`src/rtl/fwd_unit_multi.sv`:
```
// EX-stage operand forwarding and load-use interlock for an N-wide in-order pipeline.
// A private shadow pipeline of LOAD_LAT+1 stages tracks in-flight writebacks.
module fwd_unit_multi #(
    parameter int NUM_SLOTS = 2,
    parameter int XLEN      = 32,
    parameter int RA_W      = 5,
    parameter int LOAD_LAT  = 1,
    parameter int CNT_W     = 32
) (
    input  logic                      clk,
    input  logic                      rst_n,
    input  logic [NUM_SLOTS-1:0]      ex_valid,
    input  logic [NUM_SLOTS-1:0]      ex_rd_we,
    input  logic [NUM_SLOTS-1:0]      ex_is_load,
    input  logic [NUM_SLOTS*RA_W-1:0] ex_rd_addr,
    input  logic [NUM_SLOTS*XLEN-1:0] ex_data,
    input  logic [NUM_SLOTS*RA_W-1:0] ex_rs1_addr,
    input  logic [NUM_SLOTS*RA_W-1:0] ex_rs2_addr,
    input  logic [NUM_SLOTS*XLEN-1:0] rf_rs1_data,
    input  logic [NUM_SLOTS*XLEN-1:0] rf_rs2_data,
    input  logic [XLEN-1:0]           ld_rsp_data,
    input  logic                      hold,
    input  logic                      flush,
    input  logic                      cnt_clr,
    output logic [NUM_SLOTS*XLEN-1:0] fwd_rs1_data,
    output logic [NUM_SLOTS*XLEN-1:0] fwd_rs2_data,
    output logic                      stall,
    output logic [CNT_W-1:0]          stall_cnt
);

    localparam int D = LOAD_LAT + 1;

    // Shadow stage k (1..D) holds one writeback entry per issue slot.
    logic [NUM_SLOTS-1:0] st_v   [1:D];
    logic [NUM_SLOTS-1:0] st_ld  [1:D];
    logic [NUM_SLOTS-1:0] st_rdy [1:D];
    logic [RA_W-1:0]      st_rd  [1:D][NUM_SLOTS];
    logic [XLEN-1:0]      st_data[1:D][NUM_SLOTS];

    logic                 wait_any;
    logic [NUM_SLOTS-1:0] ex_wr;

    always_comb begin
        ex_wr = '0;
        for (int i = 0; i < NUM_SLOTS; i++) begin
            ex_wr[i] = ex_valid[i] & ex_rd_we[i] & (ex_rd_addr[i*RA_W +: RA_W] != '0);
        end
    end

    // Producer search: scan oldest to youngest so the last match (youngest) wins.
    always_comb begin
        logic [RA_W-1:0] rs;
        logic [XLEN-1:0] val;
        logic            wt;
        fwd_rs1_data = rf_rs1_data;
        fwd_rs2_data = rf_rs2_data;
        wait_any     = 1'b0;
        for (int op = 0; op < 2; op++) begin
            for (int j = 0; j < NUM_SLOTS; j++) begin
                rs  = (op == 0) ? ex_rs1_addr[j*RA_W +: RA_W] : ex_rs2_addr[j*RA_W +: RA_W];
                val = (op == 0) ? rf_rs1_data[j*XLEN +: XLEN] : rf_rs2_data[j*XLEN +: XLEN];
                wt  = 1'b0;
                if (ex_valid[j] && (rs != '0)) begin
                    for (int k = D; k >= 1; k--) begin
                        for (int i = 0; i < NUM_SLOTS; i++) begin
                            if (st_v[k][i] && (st_rd[k][i] == rs)) begin
                                if (!st_rdy[k][i] && (k == LOAD_LAT)) begin
                                    val = ld_rsp_data;
                                end else begin
                                    val = st_data[k][i];
                                end
                                wt = !st_rdy[k][i] && (k < LOAD_LAT);
                            end
                        end
                    end
                    for (int i = 0; i < NUM_SLOTS; i++) begin
                        if ((i < j) && ex_valid[i] && ex_rd_we[i] &&
                            (ex_rd_addr[i*RA_W +: RA_W] == rs)) begin
                            val = ex_data[i*XLEN +: XLEN];
                            wt  = ex_is_load[i];
                        end
                    end
                end
                if (op == 0) begin
                    fwd_rs1_data[j*XLEN +: XLEN] = val;
                end else begin
                    fwd_rs2_data[j*XLEN +: XLEN] = val;
                end
                wait_any = wait_any | wt;
            end
        end
    end

    assign stall = !flush && wait_any;

    always_ff @(posedge clk or negedge rst_n) begin
        if (!rst_n) begin
            for (int k = 1; k <= D; k++) begin
                st_v[k]   <= '0;
                st_ld[k]  <= '0;
                st_rdy[k] <= '0;
                for (int i = 0; i < NUM_SLOTS; i++) begin
                    st_rd[k][i]   <= '0;
                    st_data[k][i] <= '0;
                end
            end
        end else if (flush) begin
            for (int k = 1; k <= D; k++) begin
                st_v[k] <= '0;
            end
        end else if (!hold) begin
            for (int k = D; k >= 2; k--) begin
                for (int i = 0; i < NUM_SLOTS; i++) begin
                    st_v[k][i]  <= st_v[k-1][i];
                    st_ld[k][i] <= st_ld[k-1][i];
                    st_rd[k][i] <= st_rd[k-1][i];
                    // A load leaving stage LOAD_LAT latches its returning data.
                    if ((k - 1 == LOAD_LAT) && st_ld[k-1][i] && !st_rdy[k-1][i]) begin
                        st_rdy[k][i]  <= 1'b1;
                        st_data[k][i] <= ld_rsp_data;
                    end else begin
                        st_rdy[k][i]  <= st_rdy[k-1][i];
                        st_data[k][i] <= st_data[k-1][i];
                    end
                end
            end
            st_v[1]   <= stall ? '0 : ex_wr;
            st_ld[1]  <= ex_is_load;
            st_rdy[1] <= ~ex_is_load;
            for (int i = 0; i < NUM_SLOTS; i++) begin
                st_rd[1][i]   <= ex_rd_addr[i*RA_W +: RA_W];
                st_data[1][i] <= ex_data[i*XLEN +: XLEN];
            end
        end
    end

    always_ff @(posedge clk or negedge rst_n) begin
        if (!rst_n) begin
            stall_cnt <= '0;
        end else if (cnt_clr) begin
            stall_cnt <= '0;
        end else if (stall && !hold && (stall_cnt != '1)) begin
            stall_cnt <= stall_cnt + 1'b1;
        end
    end

endmodule

```
`config.mk`:
```
export PLATFORM = sky130hd
export DESIGN_NAME = fwd_unit_multi
export DESIGN_NICKNAME = d
export VERILOG_FILES = /design/src/rtl/fwd_unit_multi.sv
export SDC_FILE = /design/constraint.sdc
export NUM_CORES = 1
export LEC_CHECK = 0
export ABC_CLOCK_PERIOD_IN_PS = 3500
export BUFFER_PORTS_ARGS = -buffer_cell sky130_fd_sc_hd__buf_2
export CORE_ASPECT_RATIO = 0.7
export CORE_UTILIZATION = 46
export CTS_CLUSTER_SIZE = 24
export DETAILED_ROUTE_END_ITERATION = 10
export PLACE_DENSITY = 0.73
export SYNTH_ARGS = -nofsm -noshare
export SYNTH_HDL_FRONTEND = slang
export SYNTH_SLANG_ARGS = --single-unit
```
`constraint.sdc`:
```
create_clock -name clk -period 3.5 [get_ports clk]
set_clock_uncertainty 0.1 [all_clocks]
set_input_delay 0.7 -clock clk [delete_from_list [all_inputs] [get_ports clk]]
set_output_delay 0.7 -clock clk [all_outputs]
set_load 0.01 [all_outputs]
```
### Word level (Yosys, flattened, before mapping)

Cells that the tools add are included.

* register bits after elaboration: 188
* bits in latches: 0
* RAM bits: 0
* bits in read-only memories: 0
* input port bits: 265
* output and inout port bits: 161
* memories kept: 0

* add/subtract/negate cells: 1
* multipliers: 0
* div/mod/pow operators: 0
* magnitude comparators: 0
* equal/unequal tests: 20
* shifts and indexed selects: 0
* mux-type cells: 35
* bitwise logic cells: 8
* reductions and logical operators: 40

Operators by type and width (number)
* 32-bit two-way mux: 28
* 5-bit == test: 18
* 32-bit by 1-bit adder with 32-bit output, second input constant: 1
* 32-bit != test, second input constant: 1
* 5-bit nonzero test: 6
* 1-bit logical AND: 28
* 4-bit two-way mux: 2
* 1-bit bitwise AND: 4
* 1-bit logical NOT: 4
* 1-bit two-way mux: 4
* 2-bit two-way mux: 1
* 2-bit by 1-bit != test with 1-bit output, second input constant: 1
* 1-bit NOT: 2
* 2-bit NOT: 1
* 2-bit AND reduction: 1
* 2-bit nonzero test: 1
* 1-bit OR: 1

### Longest topological paths before layout

Gate-level depths: netlist (run 1).

* depth after elaboration: 10
* mapped depth: 9
* depth with buffers taken out: 7

### Worst setup path after synthesis (run 1)

OpenSTA, ideal clock, no wires.

* path type: input-to-output
* start point: input ex_rs1_addr[9]
* end point: output fwd_rs1_data[62]
* data arrival time: 2748 ps
* setup slack: -48 ps
* stages on the path: 9
* buffers on the path: 3
* path through: clkbuf_1 > xnor2_1 > nand4_1 > or3b_2 > clkbuf_1 > buf_1 > mux2i_1 > and3_1 > o31ai_1

* longest elaborated chain between the ends: 8

RTL lines
* from (decl): line 17 `input logic [NUM_SLOTS*RA_W-1:0] ex_rs1_addr,`
* 5-bit == test: line 66 `if (st_v[k][i] && (st_rd[k][i] == rs)) begin`
* 1-bit logical AND: line 66
* 32-bit two-way mux (4 in a row): line 66
* 32-bit two-way mux: line 77 `if ((i < j) && ex_valid[i] && ex_rd_we[i] &&`
* 32-bit two-way mux *: line 63 `if (ex_valid[j] && (rs != '0)) begin`
* to (decl): line 25 `output logic [NUM_SLOTS*XLEN-1:0] fwd_rs1_data,`

Every way passes the cells marked *; elsewhere a longest branch is shown, timed or not.

### Worst setup path in the final report (run 1)

* start point: register st_rd[13] (netlist bit)
* end point: output fwd_rs2_data[62]

* longest elaborated chain between the ends: 5

RTL lines
* from (decl): line 37 `logic [RA_W-1:0] st_rd [1:D][NUM_SLOTS];`
* from (signal, indexed assignment): line 116 `st_rd[k][i] <= st_rd[k-1][i];`
* from (signal, indexed assignment): line 131 `st_rd[1][i] <= ex_rd_addr[i*RA_W +: RA_W];`
* 5-bit == test: line 66
* 1-bit logical AND: line 66
* 32-bit two-way mux: line 66
* 32-bit two-way mux: line 77
* 32-bit two-way mux: line 63
* to (decl): line 26 `output logic [NUM_SLOTS*XLEN-1:0] fwd_rs2_data,`

No other way between the ends.

==> results of run 1 <==
power groups by stage:
stage               logic (mW)  registers, mW  clock network [mW]
floorplan                 1.61           2.71                   0
global placement          2.52           2.95                   0
detailed placement        2.56           2.96                   0
CTS                       2.79           2.91                2.13
global route              3.40           2.98                2.23
finish                    3.26           2.96                2.14
cells in the mapped netlist (all sizes together) (3+ instances only):
master   number
xnor2        42
a311o        32
o221ai       31
nand2b        7
a211oi        4
inv           7
a31oi        32
a21oi       211
o2bb2ai      31
or3          47
or2           5
buf          29
and3         15
a221oi       29
mux2i       104
xor2         54
mux2        150
clkbuf      205
o21a         34
nand4        19
dfrtp       188
o311ai       30
a22oi        93
nor2b         6
nor3         11
o21ai       179
nor2        194
or4          12
o22ai        31
o21ba         4
o31ai         4
nand3        20
nand2       216
nor4         16
and4          3
nand4b        3
layout make-up:
cell class | count | area (um2) | share of cell area, %
Multi-Input combinational cell | 1696 | 12800 | 52.7
Tap cell | 480 | 601 | 2.47
Clock buffer | 18 | 439 | 1.80
Sequential cell | 188 | 4730 | 19.4
Timing Repair Buffer | 696 | 5550 | 22.8
Clock inverter | 14 | 169 | 0.693
Antenna cell | 4 | 10.0 | 0.0411
Inverter | 7 | 26.3 | 0.108
registers in the layout (all words and copies together), names as in the netlist:
name	cells
st_data	128
st_ld	2
st_rd	20
st_rdy	2
st_v	4
stall_cnt	32
path summary, 6_finish.rpt:
check / start / endpoint / slack, ns
max: st_rd[13] / fwd_rs2_data[62] / -0.23
min: rst_n / st_data[58] / 0.13
max reg2reg: stall_cnt[3] / stall_cnt[30] / 0.80
min reg2reg: st_data[122] / st_data[122] / 0.44
max in group asynchronous: rst_n / st_rd[3] / 2.25
min in group clk: ex_is_load[1] / st_rdy[3] / 0.30
placed cells by master (no fill, tap or decap), types with 19 or more instances in the layout:
| cell | netlist | final |
|---|---|---|
| buf_4 | 1 | 142 |
| dfrtp_2 | 0 | 20 |
| a311o_1 | 32 | 32 |
| xnor2_1 | 42 | 32 |
| buf_6 | 1 | 40 |
| a22oi_1 | 93 | 66 |
| o21ai_0 | 176 | 68 |
| or3_1 | 46 | 46 |
| o221ai_2 | 0 | 19 |
| o21a_1 | 34 | 33 |
| o21ai_2 | 0 | 59 |
| a21oi_1 | 211 | 188 |
| xor2_1 | 54 | 51 |
| nand2_1 | 216 | 203 |
| dfrtp_1 | 188 | 167 |
| o22ai_1 | 31 | 30 |
| o2bb2ai_1 | 31 | 31 |
| nand4_1 | 19 | 19 |
| a22oi_2 | 0 | 27 |
| mux2_2 | 150 | 150 |
| mux2i_1 | 104 | 104 |
| a31oi_1 | 32 | 21 |
| buf_2 | 2 | 418 |
| buf_12 | 0 | 70 |
| clkbuf_16 | 0 | 26 |
| nor2_1 | 194 | 188 |
| o21ai_1 | 3 | 40 |
| a221oi_2 | 0 | 24 |
| a21oi_2 | 0 | 20 |
cell families (layout without fill, tap and decap cells):
group / after synthesis / in the layout
buffers and inverters: 241 / 735
AO/OA/AOI/OAI: 764 / 764
XOR/XNOR: 96 / 96
adder cells (fa/ha/maj): 1 / 1
flip-flops: 188 / 188
other: 0 / 4
AND/OR/NAND/NOR: 580 / 581
multiplexers: 254 / 254
through the flow:
| stage | utilization [%] | hold slack [ns] | TNS (ns) |
|---|---|---|---|
| after detailed placement | 58.3 | 0.417 | -8.04 |
| after global placement | 58.3 | 0.407 | -8.71 |
| final | 67.8 | 0.125 | -10.24 |
| after CTS | 63.4 | 0.147 | -1.84 |
| after global routing | 67.8 | 0.165 | -16.68 |
| after floorplan | - | 0.304 | 0 |
worst max-delay path, cell delays in order (launching register included):
cell and delay [ns]:
dfrtp_2 0.48, buf_6 0.14, xor2_1 0.15, nor4_1 0.38, buf_4 0.21, nand3_4 0.13
buf_4 0.32, mux2i_1 0.20, a31o_2 0.30, buf_6 0.12
repair_timing:
item,CTS,global route
resized for setup,214,285
pin swaps,108,213
gates cloned,6,10
setup buffers,37,32
endpoints found under the setup margin,129,129
metal layers:
layer	up-vias	track usage, %	share of wire [%]
met1	10300	62.1	37
met2	2265	63.6	41
met5	-	0	0
met4	0	21.5	6.1
li1	8888	-	-
met3	569	13.8	16
==> reports/metrics.yaml, run 1 <==
route:
  vias_per_cell: 7.09
  ant_nets: 0
  via_count: 22000
  drc: 0
  routed_wl_mm: 89.6
  first_pass_iters: 8
  drt-initial-drc-count: 4257
  routedWlPerCell_um: 28.9
die:
  num_rows: 58
  initial_utilization_pct: 46.7
  io_pins: 426
  fp.dieH_um: 162
  dieArea_mm2: 0.0373
  die_x_um: 230
  coreArea_mm2: 0.0359
synth:
  synth_top_area_share_pct: 28.0
  yosys.area_share.adder_pct: 0.0745
  synth_mux_area_share_pct: 16.3
  synth_compound_area_share_pct: 29.5
  yosys.area_share.simple_pct: 15.6
  ys_warn_count: 0
  synth_nets: 2390
  synth_cells: 2124
  synthArstFlopShare_pct: 100
  ys_ff_latch: 188
  yosys.area_share.xor_xnor_pct: 5.01
  synth_flop_cell: "dfrtp_1"
  syn_area_per_cell_um2: 7.91
  yosys.area.top_type: "dfrtp_1"
  synth_seq_area_share_pct: 28.0
  netlist_area_mm2: 0.0168
  synthDistinctLibCells: 64
  synth_top_family_by_area: "compound AO/OA/AOI/OAI gates"
  synth_area_leaders: "dfrtp_1 28%, mux2_2 10%, a21oi_1 6.3%"
  synth-edff-count: 0
clocking:
  cts.sinks: 188
  htreeDepth: 4
  clk_pin_slew_ns: 0.08
  clk_latency_ns: 0.48
  clock_path_buffers: 2
  cts_root_buf: "clkbuf_16"
  tritoncts: "done"
  hold_buffers: 0
  numCtsBuffers: 17
timing:
  tightest_slew_ns: 1.12
  hold_violations: 0
  timing.final.crit_share_pct: 106
  finalSetupViolations: 119
  final_max_slew_viol_count: 0
  timing.final.ws_setup_ns: -0.226
  grt_setup_unrepaired: "true"
  min_period_ns: 3.73
  clock.fmax_ghz: 0.268
  slew_headroom_pct: 25.0
power:
  switching_share_pct: 40.6
  powerDensity_mw_per_mm2: 344
  p_total_mw: 8.37
  p_leak_nw: 10.3
  p_clk_share_pct: 25.6
  ir_drop_mv: 0.375
  netSwitchingPower_mw: 3.40
  seqPwrFrac_pct: 35.4
  p_comb_share_pct: 39.0
  power.internal_mw: 4.97
placed_design:
  dp.cells: 2984
  dp_hpwl_mm: 58.2
  place_ws_ns: -0.222
  post_dp_cell_area_mm2: 0.0209
  portBuffers: 425
  gp_congestion: 1.00
critical_path:
  path_class: "reg -> out"
  worstPathMaxFanout: 16
  cp_data_required_time_ns: 2.70
  reg2reg_depth: 6
  arrival_ns: 2.93
  worstSetupStartpointType: "flop"
  end_kind: "output pin"
global_route:
  grt_pass1_vias: 20700
  track_usage_pct: 45.0
  grt_pass1_wl_mm: 127
  antenna_found_initial: 3
  grt.overflow.total: 0
  grt_max_degree: 219
final_layout:
  fillerInstances: 2890
  fin_cells: 3103
  nets: 2872
  finalInstanceArea_mm2: 0.0244
  drive_above_1_share_pct: 45.0
  syn_to_final_growth_pct: 45.1
min_path:
  hold_class: "in -> async"
run_status:
  violations: "setup timing"
  status: "finished with violations"
job:
  cap_viol_max_count: 0
No activity file was read; power rests on OpenSTA's default activity.
==> run 2, diff against run 1 <==
- SKIP_CTS_REPAIR_TIMING: default -> 1
==> run 2 against run 1 <==
The flow still finishes with violations (setup timing). Critical path depth is 1 higher. Via count is 0.47% lower. Critical endpoint is now fwd_rs1_data[8]. Critical path type unchanged. Largest power group unchanged. Wire length is 1.7% lower. Sequential cell count stayed put. Total power is 1.6% lower.
==> reports/metrics.yaml, run 2 (same netlist as run 1, synthesis figures left out) <==
final_layout:
  fin_cells: 3101
  drive_above_1_share_pct: 42.4
  syn_to_final_growth_pct: 40.7
  largest_register_ffs: 128
  fillerInstances: 2955
  top_regs: "st_data x128, stall_cnt x32, st_rd x20"
  layout_common_cells: "419 x buf_2, 207 x nand2_1, 198 x a21oi_1, 188 x nor2_1, 167 x dfrtp_1"
  final_common_cell: "buf_2"
  largest_register: "st_data"
  final_core_util_pct: 65.8
  nets: 2869
global_route:
  antenna_found_initial: 5
  grt_pass1_vias: 20000
  grt_max_degree: 219
  track_usage_pct: 43.3
  grt_pass1_wl_mm: 122
  grt.overflow.total: 0
run_status:
  status: "finished with violations"
  violations: "setup timing"
timing:
  hold_violations: 0
  min_period_ns: 3.68
  slew_headroom_pct: 25.7
  finalSetupViolations: 102
  timing.final.crit_share_pct: 105
  clock.fmax_ghz: 0.272
  whs_ns: 0.127
  final_max_slew_viol_count: 0
  tightest_slew_ns: 1.12
  setup_tns_ns: -6.93
  timing.final.ws_setup_ns: -0.177
  grt_setup_unrepaired: "true"
critical_path:
  path_class: "reg -> out"
  cp_data_required_time_ns: 2.70
  worstSetupStartpointType: "flop"
  arrival_ns: 2.88
  end_kind: "output pin"
  worstPathMaxFanout: 7
clocking:
  clk_pin_slew_ns: 0.08
  tritoncts: "done"
  htreeDepth: 4
  cts_root_buf: "clkbuf_16"
  numCtsBuffers: 17
  cts.sinks: 188
  clock_path_buffers: 2
  clk_latency_ns: 0.47
die:
  coreArea_mm2: 0.0359
  initial_utilization_pct: 46.7
  dieArea_mm2: 0.0373
  fp.dieH_um: 162
  die_x_um: 230
  io_pins: 426
  num_rows: 58
route:
  vias_per_cell: 7.06
  drc: 0
  routedWlPerCell_um: 28.4
  via_count: 21900
  first_pass_iters: 11
  ant_nets: 0
  routed_wl_mm: 88.1
  drt-initial-drc-count: 4036
min_path:
  hold_class: "in -> async"
job:
  cap_viol_max_count: 0
power:
  ir_drop_mv: 0.350
  powerDensity_mw_per_mm2: 348
  p_leak_nw: 10.1
placed_design:
  portBuffers: 425
  dp.cells: 2984
  dp_hpwl_mm: 58.2
  gp_congestion: 1.00
## run 2: cell count changes in the layout (fill, tap and decap cells not counted), sizes merged
cell | previous run | this run
bufbuf | 2 | 0
clkbuf | 28 | 26
diode | 4 | 5
nor2 | 194 | 195
## run 2: area by class of cell
type | instances | area [um2] | area share [%]
diodes | 5 | 12.5 | 0.0529
flip-flops and latches | 188 | 4730 | 20.0
clock inverters | 14 | 169 | 0.715
inverters | 7 | 26.3 | 0.111
well taps | 480 | 601 | 2.54
multi-input cells | 1697 | 12400 | 52.4
clock buffers | 18 | 439 | 1.86
repair buffers | 692 | 5270 | 22.3
## run 2: layer usage
layer	GRT usage, %	up-vias	share of wire [%]
met4	21.2	0	5.8
li1	-	8874	-
met1	60.4	10300	38
met3	12.4	524	15
met2	60.8	2170	41
met5	0	-	0
## run 2: worst paths after layout
kind                               startpoint  cells after the start               to  slack (ns)
min in group clk                ex_is_load[1]                      2        st_rdy[3]        0.31
worst min-delay path                    rst_n                      1      st_data[58]        0.13
worst max register to register   stall_cnt[3]                      6    stall_cnt[30]        0.82
worst max-delay path                 st_rd[5]                     10  fwd_rs1_data[8]       -0.18
max in group asynchronous               rst_n                      2        st_rd[14]        2.26
worst min register to register   st_data[122]                      1     st_data[122]        0.44
## run 2: critical path, cell delays in order, from the launching register on
cell     delay (ns)
dfrtp_2        0.44
xor2_1         0.17
nor4_1         0.29
buf_4          0.17
and3_4         0.26
buf_12         0.18
buf_8          0.13
nand2_2        0.05
a311o_1        0.34
a31oi_1        0.20
buf_2          0.19
## run 2: stage by stage
| stage | worst slack, ns | power, mW | instance area [um2] |
|---|---|---|---|
| after floorplan | 0.000153 | 4.32 | 16800 |
| after global routing | -0.269 | 8.47 | 23600 |
| after detailed placement | -0.222 | 5.52 | 20900 |
| after CTS | -0.494 | 7.63 | 21500 |
| after global placement | -0.226 | 5.47 | 20900 |
| final | -0.177 | 8.24 | 23600 |
## run 2: report_power, final
group	internal [mW]	switching, mW
combinational	1.36	1.77
sequential	2.48	0.477
clock	1.05	1.10
